<file path="src/rtl/fetch_unit.sv">
// Instruction fetch: owns PC and IR, runs a req/ack read from instruction memory.
// Latency: request goes out one cycle after ir_load; IR is written on the ack edge (min 1 cycle).
// Backpressure: ir_load is ignored while a fetch is in flight; a missing ack aborts after TIMEOUT cycles.
module fetch_unit #(
    parameter int AW      = 16,
    parameter int IW      = 32,
    parameter int TIMEOUT = 15
) (
    input  logic          clk,
    input  logic          rst_f,
    input  logic          pc_rst,
    input  logic          pc_write,
    input  logic          pc_sel,
    input  logic          br_sel,
    input  logic          ir_load,
    input  logic [IW-1:0] im_rdata,
    input  logic          im_ack,
    output logic          im_req,
    output logic [AW-1:0] im_addr,
    output logic [IW-1:0] ir,
    output logic [3:0]    opcode,
    output logic [3:0]    mm,
    output logic [15:0]   imm,
    output logic [AW-1:0] pc_out,
    output logic          fetch_busy,
    output logic          ir_valid,
    output logic          fetch_err
);

    typedef enum logic {
        IDLE = 1'b0,
        WAIT = 1'b1
    } state_t;

    // The watchdog count holds (cycles waited - 1); the abort fires on the edge
    // that would make the request TIMEOUT cycles old.
    localparam logic [7:0] WD_LAST = 8'(TIMEOUT - 1);

    state_t        state_q;
    state_t        state_d;
    logic [7:0]    wd_cnt;
    logic [AW-1:0] pc_q;
    logic [AW-1:0] pc_next;
    logic [AW-1:0] imm_ext;
    logic          start;
    logic          done_ok;
    logic          done_to;

    assign opcode     = ir[31:28];
    assign mm         = ir[27:24];
    assign imm        = ir[15:0];
    assign pc_out     = pc_q;
    assign fetch_busy = (state_q == WAIT);

    // State register.
    always_ff @(posedge clk or negedge rst_f) begin
        if (!rst_f) begin
            state_q <= IDLE;
        end else begin
            state_q <= state_d;
        end
    end

    // Next-state logic and fetch start/finish strobes; pc_rst overrides all of it.
    always_comb begin
        state_d = state_q;
        start   = 1'b0;
        done_ok = 1'b0;
        done_to = 1'b0;
        case (state_q)
            IDLE: begin
                if (ir_load) begin
                    start   = 1'b1;
                    state_d = WAIT;
                end
            end
            WAIT: begin
                if (im_ack) begin
                    done_ok = 1'b1;
                    state_d = IDLE;
                end else if (wd_cnt == WD_LAST) begin
                    done_to = 1'b1;
                    state_d = IDLE;
                end
            end
            default: state_d = IDLE;
        endcase
        if (pc_rst) begin
            state_d = IDLE;
            start   = 1'b0;
            done_ok = 1'b0;
            done_to = 1'b0;
        end
    end

    // Next PC: increment, absolute or relative branch, all modulo 2^AW.
    always_comb begin
        imm_ext = AW'(ir[15:0]);
        pc_next = pc_q;
        if (pc_write) begin
            if (!pc_sel) begin
                pc_next = pc_q + AW'(1);
            end else if (br_sel) begin
                pc_next = imm_ext;
            end else begin
                pc_next = pc_q + imm_ext;
            end
        end
    end

    // Datapath registers: PC, request/address latch, IR, watchdog and flags.
    always_ff @(posedge clk or negedge rst_f) begin
        if (!rst_f) begin
            pc_q      <= '0;
            ir        <= '0;
            im_req    <= 1'b0;
            im_addr   <= '0;
            ir_valid  <= 1'b0;
            fetch_err <= 1'b0;
            wd_cnt    <= '0;
        end else if (pc_rst) begin
            // Abandon any in-flight fetch; the error flag is deliberately kept.
            pc_q     <= '0;
            ir       <= '0;
            im_req   <= 1'b0;
            ir_valid <= 1'b0;
            wd_cnt   <= '0;
        end else begin
            ir_valid <= 1'b0;
            pc_q     <= pc_next;
            if (start) begin
                // Address is latched from the pre-update PC and held for the whole fetch.
                im_addr <= pc_q;
                im_req  <= 1'b1;
                wd_cnt  <= '0;
            end
            if (done_ok) begin
                ir       <= im_rdata;
                im_req   <= 1'b0;
                ir_valid <= 1'b1;
            end else if (done_to) begin
                ir        <= '0;
                im_req    <= 1'b0;
                fetch_err <= 1'b1;
            end else if (state_q == WAIT) begin
                wd_cnt <= wd_cnt + 8'd1;
            end
        end
    end

endmodule
</file>
<file path="config.mk">
export PLATFORM = sky130hd
export DESIGN_NAME = fetch_unit
export DESIGN_NICKNAME = d
export VERILOG_FILES = /design/src/rtl/fetch_unit.sv
export SDC_FILE = /design/constraint.sdc
export NUM_CORES = 1
export LEC_CHECK = 0
export CELL_PAD_IN_SITES_DETAIL_PLACEMENT = 1
export CELL_PAD_IN_SITES_GLOBAL_PLACEMENT = 1
export CORE_MARGIN = 4
export CORE_UTILIZATION = 30
export DETAILED_ROUTE_END_ITERATION = 6
export GPL_ROUTABILITY_DRIVEN = 0
export GPL_TIMING_DRIVEN = 0
export PLACE_DENSITY = 0.73
export SYNTH_ARGS = -nofsm -noshare
export SYNTH_HDL_FRONTEND = slang
export SYNTH_SLANG_ARGS = --single-unit
</file>
<file path="constraint.sdc">
create_clock -name clk -period 2.7 [get_ports clk]
set_clock_uncertainty 0.2 [all_clocks]
set_input_delay 0.27 -clock clk [delete_from_list [all_inputs] [get_ports clk]]
set_output_delay 0.27 -clock clk [all_outputs]
set_load 0.05 [all_outputs]
</file>
==> Implementation_results.wiki <==
{| class="wikitable"
! Metric !! Value
|-
| Slowest cell on the critical path || sky130_fd_sc_hd__dfrtp_2
|-
| Maximum capacitance violations || 0
|-
| CP peak stage delay || 0.41 ns
|-
| Number of distinct library cell variants in the gate-level netlist after synthesis || 63
|-
| Slew at the pin with the worst max-slew slack || 0.614 ns
|-
| Number of DRC violations after detailed routing || 0
|-
| Post-route cell area || 0.00647 mm²
|-
| Worst slew margin || 58.9%
|-
| Top cells by area, synth || sky130_fd_sc_hd__dfrtp_1 42%, sky130_fd_sc_hd__a22o_1 6.1%, sky130_fd_sc_hd__ha_1 4.9%
|-
| Aggregate global routing overflow || 0
|-
| Number of antenna violations at the first check in global routing || 0
|-
| Post-synthesis average cell area || 9.86 µm²
|-
| Number of endpoints with negative hold slack in the final report || 0
|-
| Starting density of the core || 31.0%
|-
| Count of final max-slew check failures || 0
|-
| Worst min path class || primary input to async pin
|-
| Critical path arrival || 2.58 ns
|-
| Area of combinational cells with multiple inputs || 0.00235 mm²
|-
| Clock sink total || 76
|-
| NumNets Final || 667
|-
| GR Util All Layers || 17.7%
|-
| Maximum level of the CTS H-tree || 3
|-
| Synthesized instance count || 464
|-
| Proportion of synthesized area in mux cells || 5.47%
|-
| Most area-hungry cell type in the Yosys netlist || sky130_fd_sc_hd__dfrtp_1
|-
| Maximum number of pins on one net before global-route repair || 46
|-
| Clock buffer count from CTS || 9
|-
| Power density normalized to cell area || 521 mW/mm²
|-
| Area growth from synthesis to layout || 41.3%
|-
| Share of flip-flops with an asynchronous set or reset after synthesis || 100%
|-
| DRT Wirelength || 15,300 µm
|-
| Maximum vdd ir drop || 337 µV
|-
| Post-route ant nets || 0
|-
| Fill cell count || 1,664
|-
| Area share of the largest cell type after synthesis || 41.6%
|-
| DIE HEIGHT || 132 µm
|-
| Via density || 5.37
|-
| WS Path Type || register to register
|-
| Minimum setup slack after placement || -0.0734 ns
|-
| Largest buffer count on any clock path || 2
|-
| Clock transition at the register clock pins on the worst setup and hold paths after CTS || 0.06 ns
|-
| CP Data Required Time || 2.69 ns
|-
| Fraction of final layout cells with drive strength greater than 1 || 12.9%
|-
| Post-layout worst setup margin || 0.111 ns
|-
| Area fraction in and, or, nand and nor cells after synthesis || 15.8%
|-
| Synthesized netlist net count || 523
|-
| Sequential cell area || 0.00191 mm²
|-
| Yosys warning count || 0
|-
| Time the worst path needs with I/O delays and setup || 2.59 ns
|-
| Final number of setup-violating endpoints || 0
|-
| Most common cell type on the critical path || sky130_fd_sc_hd__a211o_1
|-
| Root buffer cell || sky130_fd_sc_hd__clkbuf_16
|-
| Maximum clock frequency || 386 MHz
|-
| Critical Path Sink Type || register
|-
| Wire length of the first global-routing pass || 24,900 µm
|-
| Via count of the first global-routing pass || 4,650
|-
| Static leakage || 2.79 nW
|-
| Top fanout value on the critical path || 5
|-
| Inserted Diodes || 0
|-
| XOR/XNOR Fraction of Synth Area || 1.91%
|-
| Clock insertion delay at the later pin of the skew report || 0.34 ns
|-
| Total power after layout || 3.37 mW
|-
| Most frequently used cell type in the post-synthesis netlist || sky130_fd_sc_hd__dfrtp_1
|-
| Cell types with the highest counts after synthesis || 76 x sky130_fd_sc_hd__dfrtp_1, 32 x sky130_fd_sc_hd__a22o_1, 30 x sky130_fd_sc_hd__a21oi_1, 30 x sky130_fd_sc_hd__nor2_1
|-
| CP startpoint kind || register
|-
| Compound-cell area share of the yosys netlist || 22.6%
|-
| Std-Cell Core Area || 0.0148 mm²
|-
| Vias || 4,272
|-
| Die outline area || 0.0173 mm²
|-
| Outcome || finished, final reports clean
|-
| HPWL after detailed placement || 11,700 µm
|-
| Die Wd || 132 µm
|-
| Post-synth EDFFs || 0
|-
| Seq cells post-synth || 76
|-
| Post-Synth Adder-Cell Area || 5.36%
|-
| Number of ports placed on the die boundary || 132
|-
| Sequential share of the synthesized area || 41.6%
|-
| Fin crit share || 95.9%
|-
| Iteration-0 DRC count of the detailed router || 175
|-
| Largest family of logic cells by synthesized area || compound AO/OA/AOI/OAI gates
|-
| Floorplan row count || 44
|-
| Post-synthesis instance area || 0.00458 mm²
|-
| Clock tree from TritonCTS || done
|-
| Initial DRT Pass Iterations || 4
|-
| Average wire per cell in the routed design || 19.2 µm
|-
| Main flop type after synthesis || sky130_fd_sc_hd__dfrtp_1
|-
| Ordered cell list for the critical path || ha_2 -> inv_1 -> fa_2 -> nor2b_2 -> o31ai_2 -> a211o_1 -> a211o_1 -> o211ai_1 -> a41oi_1
|-
| Port Buffer Count || 130
|-
| Area post-placement || 0.00613 mm²
|}
path summary, 6_finish.rpt:
path,endpoint,depth (start not counted),slack [ns],startpoint
worst min register to register,fetch_err,1,0.27,fetch_err
max in group asynchronous,ir[14],3,1.49,rst_f
worst max register to register,pc_out[14],9,0.11,ir[0]
worst max-delay path,pc_out[14],9,0.11,ir[0]
min in group clk,fetch_err,1,0.27,fetch_err
worst min-delay path,im_addr[2],2,0.22,rst_f
kinds of logic after synthesis:
family          count (synthesis)
flops                          76
simple gates                  134
fa+ha+maj                      19
buf+inv                        53
xor+xnor                       10
mux                            23
compound gates                149
metrics by stage:
| step | utilization, % | hold WS [ns] | std cells | setup TNS, ns |
|---|---|---|---|---|
| 6_report | 43.8 | 0.219 | 796 | 0 |
| 5_1_grt | 43.8 | 0.259 | 796 | -0.00243 |
| 4_1_cts | 43.8 | 0.224 | 796 | 0 |
| 3_5_place_dp | 41.6 | 0.0598 | 779 | -0.0780 |
| 3_3_place_gp | 41.4 | 0.253 | 778 | -121.60 |
| 2_1_floorplan | - | -0.226 | 464 | 0 |
timing repair:
item / in CTS / in global routing
hold endpoints to repair: 31 / 0
hold buffers: 1 / 0
setup buffers: 1 / 0
pin swaps: 0 / 0
resized for setup: 1 / 5
setup endpoints to repair: 3 / 6
flip-flops by register name, indices dropped and copies added, names as in the netlist:
register    cells
pc_out         16
ir             32
im_addr        16
im_req          1
fetch_busy      1
ir_valid        1
fetch_err       1
wd_cnt          8
metal layers:
layer	global-route usage (%)	up-vias	share of wire, %
li1	-	2002	-
met1	22.3	2125	45
met2	29.3	127	47
met3	5.20	18	6.4
met4	5.37	0	1.5
met5	0	-	0
layout by cell type (no fill, tap or decap), types with 4 or more instances in the layout:
cell type	n
sky130_fd_sc_hd__buf_6	4
sky130_fd_sc_hd__nand2b_1	5
sky130_fd_sc_hd__clkdlybuf4s50_1	129
sky130_fd_sc_hd__a22o_1	32
sky130_fd_sc_hd__nand3b_1	6
sky130_fd_sc_hd__dfrtp_2	4
sky130_fd_sc_hd__nand3_1	12
sky130_fd_sc_hd__buf_2	4
sky130_fd_sc_hd__nor3_1	13
sky130_fd_sc_hd__a21o_1	5
sky130_fd_sc_hd__o21a_1	8
sky130_fd_sc_hd__nand4_1	6
sky130_fd_sc_hd__a211oi_1	7
sky130_fd_sc_hd__xnor2_1	7
sky130_fd_sc_hd__mux2_2	11
sky130_fd_sc_hd__a31oi_1	6
sky130_fd_sc_hd__nor3b_1	5
sky130_fd_sc_hd__dfrtp_1	72
sky130_fd_sc_hd__o21ai_0	23
sky130_fd_sc_hd__buf_4	26
sky130_fd_sc_hd__clkbuf_1	10
sky130_fd_sc_hd__a21oi_1	30
sky130_fd_sc_hd__mux2i_1	7
sky130_fd_sc_hd__mux2_1	5
sky130_fd_sc_hd__nor2b_1	5
sky130_fd_sc_hd__clkbuf_16	9
sky130_fd_sc_hd__o221ai_1	5
sky130_fd_sc_hd__inv_1	10
sky130_fd_sc_hd__and3_1	7
sky130_fd_sc_hd__nor2_1	30
sky130_fd_sc_hd__ha_1	17
sky130_fd_sc_hd__o21ai_1	8
sky130_fd_sc_hd__nand2_1	24
sky130_fd_sc_hd__and2_1	4
cell type report:
type	instances	share of cell area [%]
multi-input cells	335	36.4
clock buffers	10	3.70
flip-flops and latches	76	29.5
well taps	184	3.56
inverters	10	0.580
repair buffers	133	20.8
plain buffers	43	4.59
clock inverters	5	0.948
critical path: cells and delay by family, from the launching register on:
kind            cells  cell delay (ns)
fa+ha+maj           2             0.59
buf+inv             1             0.07
simple gates        1             0.20
compound gates      5             0.97
flops               1             0.41
where the power goes:
group          switching [mW]  internal (mW)
clock                   0.500          0.739
sequential             0.0782           1.20
combinational           0.524          0.325
total                    1.10           2.26
Note: power is estimated with default switching activity, not from simulation.
